==> src/rtl/clock_pkg.sv <==
// clock_pkg: shared types and helpers for the digital clock.
//   mode_e       - set-mode state encoding (RUN, SET_HH, SET_MM, SET_SS)
//   BLINK_*      - field-select codes shared with the display multiplexer
//   HH_MAX/MS_MAX- packed-BCD upper limits of the hour and min/sec fields
//   bcd_inc      - packed-BCD increment with wrap to 00 and carry-out flag
package clock_pkg;

  typedef enum logic [1:0] {
    RUN    = 2'd0,
    SET_HH = 2'd1,
    SET_MM = 2'd2,
    SET_SS = 2'd3
  } mode_e;

  localparam logic [1:0] BLINK_HH   = 2'b00;
  localparam logic [1:0] BLINK_MM   = 2'b01;
  localparam logic [1:0] BLINK_SS   = 2'b10;
  localparam logic [1:0] BLINK_NONE = 2'b11;

  localparam logic [7:0] HH_MAX = 8'h23;
  localparam logic [7:0] MS_MAX = 8'h59;

  typedef struct packed {
    logic [7:0] value;
    logic       carry;
  } bcd_res_t;

  // Packed BCD orders the same as binary, so ">=" also folds any
  // out-of-range value back to 00 instead of letting it drift further.
  function automatic bcd_res_t bcd_inc(input logic [7:0] value, input logic [7:0] max);
    bcd_res_t res;
    if (value >= max) begin
      res.value = 8'h00;
      res.carry = 1'b1;
    end else if (value[3:0] >= 4'h9) begin
      res.value = {value[7:4] + 4'h1, 4'h0};
      res.carry = 1'b0;
    end else begin
      res.value = {value[7:4], value[3:0] + 4'h1};
      res.carry = 1'b0;
    end
    return res;
  endfunction

endpackage

==> src/rtl/clock_time_ctrl_debounce.sv <==
// btn_debounce: button conditioner.
//   clk, rst_n - clock, asynchronous active-low reset
//   btn_raw    - raw asynchronous button level (active-high)
//   press      - registered one-cycle pulse on an accepted 0->1 change
// The raw level is synchronized through two flops, then must differ from
// the accepted level for DEBOUNCE_CYCLES consecutive samples to be taken.
module btn_debounce #(
  parameter int DEBOUNCE_CYCLES = 1_000_000
) (
  input  logic clk,
  input  logic rst_n,
  input  logic btn_raw,
  output logic press
);

  localparam int CNT_W = (DEBOUNCE_CYCLES > 2) ? $clog2(DEBOUNCE_CYCLES) : 1;
  localparam logic [CNT_W-1:0] CNT_LAST = CNT_W'(DEBOUNCE_CYCLES - 1);

  logic             sync1_r;
  logic             sync2_r;
  logic             level_r;
  logic             press_r;
  logic [CNT_W-1:0] cnt_r;

  // Synchronizer, stability counter, accepted level and press pulse.
  always_ff @(posedge clk or negedge rst_n) begin
    if (!rst_n) begin
      sync1_r <= 1'b0;
      sync2_r <= 1'b0;
      level_r <= 1'b0;
      press_r <= 1'b0;
      cnt_r   <= {CNT_W{1'b0}};
    end else begin
      sync1_r <= btn_raw;
      sync2_r <= sync1_r;
      if (sync2_r == level_r) begin
        // Any sample matching the accepted level restarts qualification.
        cnt_r   <= {CNT_W{1'b0}};
        press_r <= 1'b0;
      end else if (cnt_r == CNT_LAST) begin
        level_r <= sync2_r;
        cnt_r   <= {CNT_W{1'b0}};
        press_r <= sync2_r;
      end else begin
        cnt_r   <= cnt_r + {{(CNT_W-1){1'b0}}, 1'b1};
        press_r <= 1'b0;
      end
    end
  end

  assign press = press_r;

endmodule

==> src/rtl/clock_time_ctrl.sv <==
// clock_time_ctrl: HH:MM:SS timekeeping with button-driven time setting.
//   clk, rst_n    - clock, asynchronous active-low reset
//   tick_1hz      - one-cycle strobe per second
//   btn_mode_raw  - raw MODE button (steps RUN->SET_HH->SET_MM->SET_SS->RUN)
//   btn_inc_raw   - raw INC button (increments the selected field)
//   hh, mm, ss    - packed-BCD time, registered
//   blink_sel     - field being edited (BLINK_NONE in RUN), registered
//   setting       - high in any set state, registered
module clock_time_ctrl
  import clock_pkg::*;
#(
  parameter int DEBOUNCE_CYCLES = 1_000_000
) (
  input  logic       clk,
  input  logic       rst_n,
  input  logic       tick_1hz,
  input  logic       btn_mode_raw,
  input  logic       btn_inc_raw,
  output logic [7:0] hh,
  output logic [7:0] mm,
  output logic [7:0] ss,
  output logic [1:0] blink_sel,
  output logic       setting
);

  logic       mode_p_s;
  logic       inc_p_s;
  mode_e      state_r;
  mode_e      state_next_s;
  logic [7:0] hh_r, mm_r, ss_r;
  logic [7:0] hh_next_s, mm_next_s, ss_next_s;
  logic [1:0] blink_r, blink_next_s;
  logic       setting_r, setting_next_s;
  bcd_res_t   hh_inc_s, mm_inc_s, ss_inc_s;

  btn_debounce #(.DEBOUNCE_CYCLES(DEBOUNCE_CYCLES)) u_db_mode (
    .clk(clk), .rst_n(rst_n), .btn_raw(btn_mode_raw), .press(mode_p_s)
  );

  btn_debounce #(.DEBOUNCE_CYCLES(DEBOUNCE_CYCLES)) u_db_inc (
    .clk(clk), .rst_n(rst_n), .btn_raw(btn_inc_raw), .press(inc_p_s)
  );

  assign hh_inc_s = bcd_inc(hh_r, HH_MAX);
  assign mm_inc_s = bcd_inc(mm_r, MS_MAX);
  assign ss_inc_s = bcd_inc(ss_r, MS_MAX);

  // Next state, next time and next display decode.
  always_comb begin
    state_next_s   = state_r;
    hh_next_s      = hh_r;
    mm_next_s      = mm_r;
    ss_next_s      = ss_r;
    blink_next_s   = BLINK_NONE;
    setting_next_s = 1'b0;

    case (state_r)
      RUN: begin
        // The tick is judged by the current state, so a tick coinciding
        // with the MODE press that leaves RUN still counts.
        if (tick_1hz) begin
          ss_next_s = ss_inc_s.value;
          if (ss_inc_s.carry) begin
            mm_next_s = mm_inc_s.value;
            if (mm_inc_s.carry) begin
              hh_next_s = hh_inc_s.value;
            end else begin
              hh_next_s = hh_r;
            end
          end else begin
            mm_next_s = mm_r;
          end
        end else begin
          ss_next_s = ss_r;
        end
        if (mode_p_s) begin
          state_next_s = SET_HH;
        end else begin
          state_next_s = RUN;
        end
      end
      // In set states MODE takes priority and drops a coincident INC.
      SET_HH: begin
        if (mode_p_s) begin
          state_next_s = SET_MM;
        end else if (inc_p_s) begin
          hh_next_s = hh_inc_s.value;
        end else begin
          state_next_s = SET_HH;
        end
      end
      SET_MM: begin
        if (mode_p_s) begin
          state_next_s = SET_SS;
        end else if (inc_p_s) begin
          mm_next_s = mm_inc_s.value;
        end else begin
          state_next_s = SET_MM;
        end
      end
      SET_SS: begin
        if (mode_p_s) begin
          state_next_s = RUN;
        end else if (inc_p_s) begin
          ss_next_s = ss_inc_s.value;
        end else begin
          state_next_s = SET_SS;
        end
      end
      default: begin
        state_next_s = RUN;
      end
    endcase

    case (state_next_s)
      SET_HH:  begin blink_next_s = BLINK_HH;   setting_next_s = 1'b1; end
      SET_MM:  begin blink_next_s = BLINK_MM;   setting_next_s = 1'b1; end
      SET_SS:  begin blink_next_s = BLINK_SS;   setting_next_s = 1'b1; end
      default: begin blink_next_s = BLINK_NONE; setting_next_s = 1'b0; end
    endcase
  end

  // State, time and display-control registers.
  always_ff @(posedge clk or negedge rst_n) begin
    if (!rst_n) begin
      state_r   <= RUN;
      hh_r      <= 8'h00;
      mm_r      <= 8'h00;
      ss_r      <= 8'h00;
      blink_r   <= BLINK_NONE;
      setting_r <= 1'b0;
    end else begin
      state_r   <= state_next_s;
      hh_r      <= hh_next_s;
      mm_r      <= mm_next_s;
      ss_r      <= ss_next_s;
      blink_r   <= blink_next_s;
      setting_r <= setting_next_s;
    end
  end

  assign hh        = hh_r;
  assign mm        = mm_r;
  assign ss        = ss_r;
  assign blink_sel = blink_r;
  assign setting   = setting_r;

endmodule

==> config.mk <==
export PLATFORM = sky130hd
export DESIGN_NAME = clock_time_ctrl
export DESIGN_NICKNAME = d
export VERILOG_FILES = /design/src/rtl/clock_pkg.sv /design/src/rtl/clock_time_ctrl_debounce.sv /design/src/rtl/clock_time_ctrl.sv
export SDC_FILE = /design/constraint.sdc
export NUM_CORES = 1
export LEC_CHECK = 0
export ABC_AREA = 1
export BUFFER_PORTS_ARGS = -buffer_cell sky130_fd_sc_hd__buf_2
export CORE_MARGIN = 2
export CORE_UTILIZATION = 50
export CTS_CLUSTER_DIAMETER = 30
export DETAILED_ROUTE_END_ITERATION = 8
export PLACE_DENSITY = 0.75
export SKIP_CTS_REPAIR_TIMING = 1
export SYNTH_ARGS = -nofsm -noshare
export SYNTH_HDL_FRONTEND = slang
export SYNTH_SLANG_ARGS = --single-unit
==> constraint.sdc <==
create_clock -name clk -period 4.6 [get_ports clk]
set_clock_uncertainty 0.2 [all_clocks]
set_input_delay 0.92 -clock clk [delete_from_list [all_inputs] [get_ports clk]]
set_output_delay 0.92 -clock clk [all_outputs]
set_load 0.005 [all_outputs]
Yosys cells after proc, flatten, opt, wreduce, memory -nomap -nowiden
Index checks and enable logic that the tools add are counted.
- order comparisons: 6
- bitwise gates (word level): 2
- reduce and logical (&&, ||, !) cells: 10
- $add $sub $neg: 8
- mux-type cells: 39
- equal/unequal tests: 19
- operators with widths (kind ; number):
    $mux W8 ; 12
    $mux W20 ; 4
    $mux W9 ; 6
    $pmux W8 S2 ; 3
    $add A20 B1 Y20 const B ; 2
    $eq A20 B20 Y1 const B ; 2
    $add A4 B1 Y4 const B ; 6
    $ge A8 B7 Y1 const B ; 2
    $ge A4 B4 Y1 const B ; 3
    $mux W2 ; 6
    $ne A2 B2 Y1 const B ; 6
    $eq A2 B2 Y1 const B ; 4
    $ge A8 B6 Y1 const B ; 1
    $pmux W2 S4 ; 1
    $mux W1 ; 6
    $ne A2 B1 Y1 const B ; 3
    $pmux W2 S3 ; 1
    $reduce_and A6 Y1 ; 1
    $reduce_bool A2 Y1 ; 3
    $reduce_and A5 Y1 ; 1
    $eq A2 B1 Y1 const B ; 2
    $reduce_and A2 Y1 ; 2
    $reduce_and A4 Y1 ; 1
    $reduce_or A3 Y1 ; 1
    3 further kinds ; 5
- bits of input ports: 5
- output and inout port bits: 27
- flip-flop bits (word level): 77
- word-level logic and storage cells: 100

Longest topological paths before layout
Gate-level depths: netlist of run 1.
- depth in word-level cells: 7
- gate-level depth with buffers: 11
- gate-level depth less buffers: 11

Cells and area by module
From an unflattened synthesis of run 1, not the netlist that was laid out.
- cell total of the unflattened synthesis: 551
- area, all modules: 4610.7 sq um
- modules (own cells, without submodules) (module ; area an instance (sq um) ; sequential area each (sq um) ; cells an instance ; times used):
    btn_debounce ; 1395.1 ; 600.6 ; 167 ; 2
    clock_time_ctrl ; 1820.5 ; 728.2 ; 217 ; 1

Worst setup path before layout of run 1
No wires, ideal clock.
- kind: input to register
- start point: input tick_1hz
- end point: register ss_r[4] (netlist: ss[4])
- path buffers: 0
- data required time: 4271 ps
- path slack: 2682 ps
- library setup time: 129 ps
- stages on the path: 6
- arrival: 1588 ps
- cells stage by stage: nor2_1 nor2_1 nand2_1 inv_1 nand4_1 mux2i_1
- word-level cells in the longest chain between the ends: 2
- ends and longest elaborated chain (item ; RTL line ; text):
    start, declared ; clock_time_ctrl.sv:16 ; input logic tick_1hz,
    $ne A2 B2 Y1 (no source line) ; n/a ;
    $reduce_and A4 Y1 (no source line) ; n/a ;
    end signal, assigned ; clock_time_ctrl.sv:136 ; ss_r <= ss_next_s;
    end, declared ; clock_time_ctrl.sv:30 ; logic [7:0] hh_r, mm_r, ss_r;
Every way passes these cells.
A chain may end at the register's enable or synchronous reset.

Worst setup path in the final report of run 1
- start point: register ss_r[6] (netlist: ss[6])
- end point: output ss[6]
- RTL lines (item ; RTL line ; text):
    end, declared ; clock_time_ctrl.sv:21 ; output logic [7:0] ss,
No word-level cell between the ends.

==> results of run 1 <==
-- routing by layer --
layer | global-route usage (%) | up-vias | routed length [um]
met5 | 0 | - | 0
met2 | 34.0 | 65 | 3940
met1 | 24.4 | 1582 | 3730
li1 | - | 1701 | -
met3 | 4.79 | 9 | 299
met4 | 5.92 | 0 | 99
-- cell usage after synthesis --
cell type	number	area share, %
nor2_4	2	0.54
and3_1	1	0.15
inv_2	3	0.27
clkbuf_1	1	0.091
xnor2_1	3	0.64
ha_1	18	5.4
nand3_2	3	0.73
nand3b_1	2	0.36
nor2_2	3	0.45
o21ai_1	1	0.12
nor3_1	13	1.6
nor3_4	3	1.2
o211ai_1	1	0.18
nor4_1	1	0.15
nand2_2	3	0.45
mux2i_1	1	0.24
o21ai_0	17	2.1
dfstp_2	2	1.3
nand3_1	34	4.1
xor2_1	21	4.5
nand2_4	2	0.54
nor3b_1	1	0.18
nand2_1	106	9.6
nand3_4	1	0.42
o22ai_1	1	0.15
a21boi_0	1	0.18
nand4_1	18	2.7
inv_1	76	6.9
dfrtp_1	75	45
a21oi_1	16	1.9
a31oi_1	1	0.15
nor2_1	80	7.3
-- power groups by stage --
stage               Sequential (uW)  Combinational (uW)  Clock, uW
CTS                             771                 244        600
finish                          772                 241        584
floorplan                       777                 147          0
detailed placement              784                 240          0
global placement                782                 225          0
global route                    778                 278        629
-- placed cells by master (no fill, tap or decap), drive strengths merged, types with 3 or more instances in the layout --
cell,count
nand4,18
nand3,38
dfrtp,75
clkbuf,11
nor3,16
nor2,85
buf,31
nand2,111
ha,18
o21ai,18
a21oi,16
inv,80
xnor2,3
xor2,21
-- per-stage QoR --
stage	instance area [um^2]	hold WS (ns)	cells	util, %
final	4650	0.154	662	57.5
after global routing	4650	0.159	662	57.5
after CTS	4650	0.155	662	57.5
after detailed placement	4420	0.137	646	54.6
after global placement	4420	0.135	646	54.6
after floorplan	4130	0.131	511	-
-- layout make-up --
cell class                      count  share of cell area, %
Clock buffer                       11                   3.26
Tap cell                          105                   2.82
Clock inverter                      5                   1.75
Timing Repair Buffer               31                   3.39
Inverter                           79                   6.38
Sequential cell                    77                   41.5
Multi-Input combinational cell    354                   40.9
-- registers in the layout, indices dropped and copies added, names as in the netlist, 2 cells and up --
| name | count |
|---|---|
| ss | 8 |
| mm | 8 |
| u_db_mode.cnt_r | 20 |
| blink_sel | 2 |
| u_db_inc.cnt_r | 20 |
| state_r | 2 |
| hh | 8 |
-- cell families (layout without fill, tap and decap cells) --
group	after synthesis	count (layout)	share of synthesized area, %
AOI/OAI and AO/OA	38	38	4.78
DFF	77	77	46.7
xor gates and xnor gates	24	24	5.09
and+or+nand+nor	273	273	30.5
buffers and inverters	80	126	7.27
adders and majority gates	18	18	5.45
muxes	1	1	0.242
-- worst max-delay path by stage --
stage / start / to / slack (ns)
floorplan: tick_1hz / ss[4]$_DFFE_PN0P_ / 2.68
global placement: tick_1hz / ss[4]$_DFFE_PN0P_ / 2.48
detailed placement: tick_1hz / ss[4]$_DFFE_PN0P_ / 2.43
CTS: blink_sel[0]$_DFF_PN1_ / blink_sel[0] / 2.48
global route: ss[1]$_DFFE_PN0P_ / mm[2]$_DFFE_PN0P_ / 2.40
finish: ss[6]$_DFFE_PN0P_ / ss[6] / 2.49
==> qor.yml, run 1 <==
cts:
  clkSinkCount: 77
  clock_path_buffers: 2
  clkLatencyLatePin_ns: 0.36
  htree_num_levels: 3
  path_clk_slew_ns: 0.09
  clock_tree.root_cell: "clkbuf_8"
  cts_made_buffers: 9
  tritoncts: "yes"
routing:
  avgViaCountPerCell: 5.07
  drt_wl_total_um: 8070
  wl_per_cell_um: 12.2
  vias: 3357
  drtPass1Iterations: 5
  drtIter0Drc: 154
  drc_errors: 0
  postRouteAntennaNets: 0
sta:
  finalSetupViolCount: 0
  slew_viol_final: 0
  hold_violations: 0
  relSlewSlack_pct: 36.7
  tns_ns: 0
  tightest_slew_ns: 0.949
  rsz0062_at_grt: "no"
  fin_crit_ns: 2.11
  timing.final.crit_share_pct: 45.8
  fmax_mhz: 475
  postLayoutSetupSlackWorst_ns: 2.49
synth:
  syn_inst: 511
  syn_area_um2: 4130
  seq_area_frac_synth_pct: 46.7
  yosysUniqueCellTypes: 32
  avgSynthCellArea_um2: 8.09
  ys_seq_elements: 77
  synth_fp_nets: 534
  ys_warn_count: 0
power_and_ir_drop:
  ir_drop_v: 0.000185
  swShare_pct: 28.0
  p_switching_uw: 447
  pwr-share-clk_pct: 36.6
  seqPwrFrac_pct: 48.3
  pwr_density_cell_nw_per_um2: 343
  p_int_uw: 1150
  leakagePower_uw: 0.00232
  power_uw: 1600
  combPwrFrac_pct: 15.1
final_layout:
  n_antenna_cell: 0
  final_nets: 575
  drive_above_1_share_pct: 12.4
  multi_input_area_um2: 1900
  seq_area_um2: 1930
  nFillCells: 739
  syn_to_final_growth_pct: 12.5
hold_path:
  hold_start: "u_db_inc.sync1_r$_DFF_PN0_"
  hold_path.class: "flip-flop to flip-flop"
  hold_depth: 0
  hold_end: "u_db_inc.sync2_r$_DFF_PN0_"
global_routing:
  track_usage_pct: 19.7
  first_global_vias: 3187
  grt_max_degree: 78
  grt_pass1_wl_um: 13800
  gr-total-overflow: 0
  antenna_found_initial: 0
floorplanning:
  initial_core_util_pct: 51.1
  dieArea_um2: 9010
  ios: 32
  rows: 33
  core_um2: 8090
  die_x_um: 94.9
  die_h_um: 94.9
setup_path:
  slowest_stage: "dfrtp_1"
  cpPeakStageDelay_ns: 0.47
  crit_chain: "buf_2"
  cp-end-kind: "output port"
  cp.required_ns: 3.48
  r2r_start: "ss[0]$_DFFE_PN0P_"
  cp.arrival_ns: 0.99
  crit_type: "flip-flop to output port"
  reg2reg_slack_ns: 2.60
  path_depth: 1
  crit_fanout: 7
  r2r_cells: 10
  r2r_end: "mm[2]$_DFFE_PN0P_"
  start_kind: "flip-flop"
  path_buf_inv: 1
  crit_family: "flip-flops"
placement:
  port-buffer-count: 31
  place_ws_ns: 2.43
  hpwlAfterDp_um: 5840
  place.gp.congestion: 0.875
run_status:
  outcome: "finished, final reports clean"
run:
  cap_violations: 0
No activity file was read; power rests on OpenSTA's default activity.
==> run 2, diff against run 1 <==
ABC_AREA = 0   (was 1)
PLACE_DENSITY = 0.76   (was 0.75)
clock period = 2 ns   (was 4.6 ns; I/O delays follow)
==> run 2 against run 1 <==
  * The run now ends with setup timing left
  * Design area up 2.4%
  * Sequential cell count unchanged
  * Combinational power increased to 5.5 times the previous value
  * Register-to-register slack lost 2.8 ns
  * Highest routed layer unchanged
  * Routed wire length is 6.1% lower
==> qor.yml, run 2 <==
run_status:
  outcome: "finished, violations left"  # was finished, final reports clean
  violations: "setup timing"
synth:
  netlist.area_leader.share_pct: 49.9  # was 45.4%
  synth_edf_count: 0  # unchanged
  synth-async-reset-ratio_pct: 100  # unchanged
  syn_inst: 371  # was 511
  synth_fp_nets: 394  # was 534
  synth_largest_area_cell: "dfrtp_1"  # unchanged
  avgSynthCellArea_um2: 10.1  # was 8.09 um^2
  synth_top_flop_cell: "dfrtp_1"  # unchanged
  seq_area_frac_synth_pct: 51.3  # was 46.7%
  synth_area_leaders: "dfrtp_1 (50%), ha_1 (6.0%), nor2_1 (5.7%)"  # was dfrtp_1 (45%), nand2_1 (9.6%), nor2_1 (7.3%)
  synth_commonest_cells: "dfrtp_1 (75), nor2_1 (57), nand2_1 (27)"  # was nand2_1 (106), nor2_1 (80), inv_1 (76)
  yosysUniqueCellTypes: 48  # was 32
  syn_area_um2: 3760  # was 4130 um^2
  synth_most_common_cell: "dfrtp_1"  # was nand2_1
  ys_seq_elements: 77  # unchanged
  ys_warn_count: 0  # unchanged
floorplanning:
  die_x_um: 90.8  # was 94.9 um
  ios: 32  # unchanged
  rows: 31  # was 33
  dieArea_um2: 8240  # was 9010 um^2
  die_h_um: 90.8  # was 94.9 um
  core_um2: 7250  # was 8090 um^2
  initial_core_util_pct: 51.9  # was 51.1%
sta:
  slew_viol_final: 0  # unchanged
  tightest_slew_ns: 0.661  # was 0.949 ns
  finalSetupViolCount: 15  # was 0
  rsz0062_at_grt: "yes"  # was no
  whs_ns: 0.153  # was 0.154 ns
  timing.final.crit_share_pct: 108
  fin_crit_ns: 2.15
  tns_ns: -1.52  # was 0 ns
  relSlewSlack_pct: 55.5  # was 36.7%
  fmax_mhz: 465
  postLayoutSetupSlackWorst_ns: -0.152  # was 2.49 ns
  hold_violations: 0  # unchanged
final_layout:
  syn_to_final_growth_pct: 26.5  # was 12.5%
  layout_common_cells: "dfrtp_1 (75), nor2_1 (55), buf_4 (39)"  # was nand2_1 (106), nor2_1 (80), inv_1 (76)
  final_common_cell: "dfrtp_1"  # was nand2_1
  largest_registers: "u_db_inc.cnt_r (20), u_db_mode.cnt_r (20)"  # unchanged
  final_nets: 479  # was 575
  drive_above_1_share_pct: 27.8  # was 12.4%
  n_antenna_cell: 0  # unchanged
  nFillCells: 561  # was 739
setup_path:
  cpPeakStageDelay_ns: 0.41  # was 0.47 ns
  crit_chain: "ha_2 > or3b_4 > buf_6 > a211oi_4 > nor2_4 > nand2_2 > o21ai_1"  # was buf_2
  cp.required_ns: 2.01  # was 3.48 ns
  slowest_stage: "dfrtp_1"  # unchanged
  crit_type: "flip-flop to flip-flop"  # was flip-flop to output port
  cp.arrival_ns: 2.16  # was 0.99 ns
  cp-end-kind: "flip-flop"  # was output port
  crit_family: "simple AND/OR/NAND/NOR gates"  # was flip-flops
  path_buf_inv: 1  # unchanged
  start_kind: "flip-flop"  # unchanged
  crit_fanout: 7  # unchanged
power_and_ir_drop:
  seqPwrFrac_pct: 41.6  # was 48.3%
  swShare_pct: 30.8  # was 28.0%
  p_switching_uw: 1370  # was 447 uW
  ir_drop_v: 0.000372  # was 0.000185 V
  combPwrFrac_pct: 29.8  # was 15.1%
  p_int_uw: 3080  # was 1150 uW
  pwr-share-clk_pct: 28.6  # was 36.6%
  leakagePower_uw: 0.00220  # was 0.00232 uW
  pwr_density_cell_nw_per_um2: 935  # was 343 nW/um^2
run:
  cap_violations: 0  # unchanged
cts:
  clock_tree.root_cell: "clkbuf_8"  # unchanged
  htree_num_levels: 3  # unchanged
  tritoncts: "yes"  # unchanged
  cts_made_buffers: 9  # unchanged
  path_clk_slew_ns: 0.08  # was 0.09 ns
  clkLatencyLatePin_ns: 0.34  # was 0.36 ns
  clkSinkCount: 77  # unchanged
  clock_path_buffers: 2  # unchanged
hold_path:
  hold_path.class: "flip-flop to flip-flop"  # unchanged
global_routing:
  track_usage_pct: 18.5  # was 19.7%
  grt_max_degree: 35  # was 78
  first_global_vias: 2782  # was 3,187
  grt_pass1_wl_um: 12500  # was 13,800 um
  gr-total-overflow: 0  # unchanged
  antenna_found_initial: 0  # unchanged
placement:
  place.gp.congestion: 0.882  # was 0.875
  hpwlAfterDp_um: 5090  # was 5840 um
  port-buffer-count: 31  # unchanged
routing:
  postRouteAntennaNets: 0  # unchanged
  drc_errors: 0  # unchanged
  wl_per_cell_um: 13.5  # was 12.2 um
  vias: 2929  # was 3,357
  drt_wl_total_um: 7580  # was 8070 um
  drtIter0Drc: 118  # was 154
  drtPass1Iterations: 4  # was 5
  avgViaCountPerCell: 5.23  # was 5.07
run 2: cell count changes after synthesis, moves of 4 or more:
cell and change:
nand2_1 -79, nand3_1 -19, buf_2 +6, a21oi_1 -10
nand4_1 -8, and3_1 +5, xnor2_1 +18, nor4_1 +4
nand2b_1 +7, nor3_1 -6, inv_1 -55, nor2_1 -23
run 2: power groups by stage:
stage | Clock, uW | Sequential [uW] | Combinational, uW
after floorplan | 0 | 1920 | 515
after global placement | 0 | 1870 | 1040
after detailed placement | 0 | 1880 | 1090
after CTS | 1310 | 1850 | 1100
after global routing | 1390 | 1880 | 1460
final | 1270 | 1850 | 1330
run 2: cell families after synthesis:
family | synth area share (%)
flip-flops | 51.3
AND/OR/NAND/NOR | 22.3
buffers and inverters | 2.89
adder cells (fa/ha/maj) | 5.98
multiplexers | 1.43
AO/OA/AOI/OAI | 6.62
XOR/XNOR | 9.54
run 2: area by class of cell:
cell class	count	area, um^2	share of cell area, %
clock buffer	11	131	2.76
clock inverter	5	83.8	1.76
inverter	21	78.8	1.66
multi-input combinational	267	1840	38.6
sequential	77	1930	40.5
tap	99	124	2.60
timing repair buffer	80	574	12.1
run 2: per-stage QoR:
step | instances | utilization [%] | worst slack [ns] | cell area [um^2] | total power (uW)
2_1_floorplan | 371 | - | -0.0184 | 3770 | 2430
3_3_place_gp | 530 | 59.4 | -0.116 | 4310 | 2910
3_5_place_dp | 530 | 59.4 | -0.198 | 4310 | 2970
4_1_cts | 546 | 62.4 | -0.207 | 4530 | 4250
5_1_grt | 560 | 65.7 | -0.258 | 4760 | 4720
6_report | 560 | 65.7 | -0.152 | 4760 | 4450
run 2: worst paths after layout:
check | start | cells past startpoint | slack [ns] | end
worst max-delay path | ss[0]$_DFFE_PN0P_ | 7 | -0.15 | mm[0]$_DFFE_PN0P_
worst min-delay path | u_db_inc.sync1_r$_DFF_PN0_ | 0 | 0.15 | u_db_inc.sync2_r$_DFF_PN0_
worst max register to register | ss[0]$_DFFE_PN0P_ | 7 | -0.15 | mm[0]$_DFFE_PN0P_
worst min register to register | u_db_inc.sync1_r$_DFF_PN0_ | 0 | 0.15 | u_db_inc.sync2_r$_DFF_PN0_
max in group asynchronous | rst_n | 3 | 0.70 | u_db_inc.cnt_r[5]$_DFF_PN0_
min in group asynchronous | rst_n | 2 | 0.33 | ss[7]$_DFFE_PN0P_
run 2: per-layer routing:
metal	part of all wire, %	track usage [%]
met5	0	0
met3	2.5	4.01
met2	49	28.7
met1	47	25.3
met4	1.4	7.31
run 2: worst register-to-register path, cell delays in order, from the launching register on:
cell and delay [ns]:
dfrtp_1 0.41, ha_2 0.19, or3b_4 0.40, buf_6 0.14, a211oi_4 0.35, nor2_4 0.12, nand2_2 0.15, o21ai_1 0.07
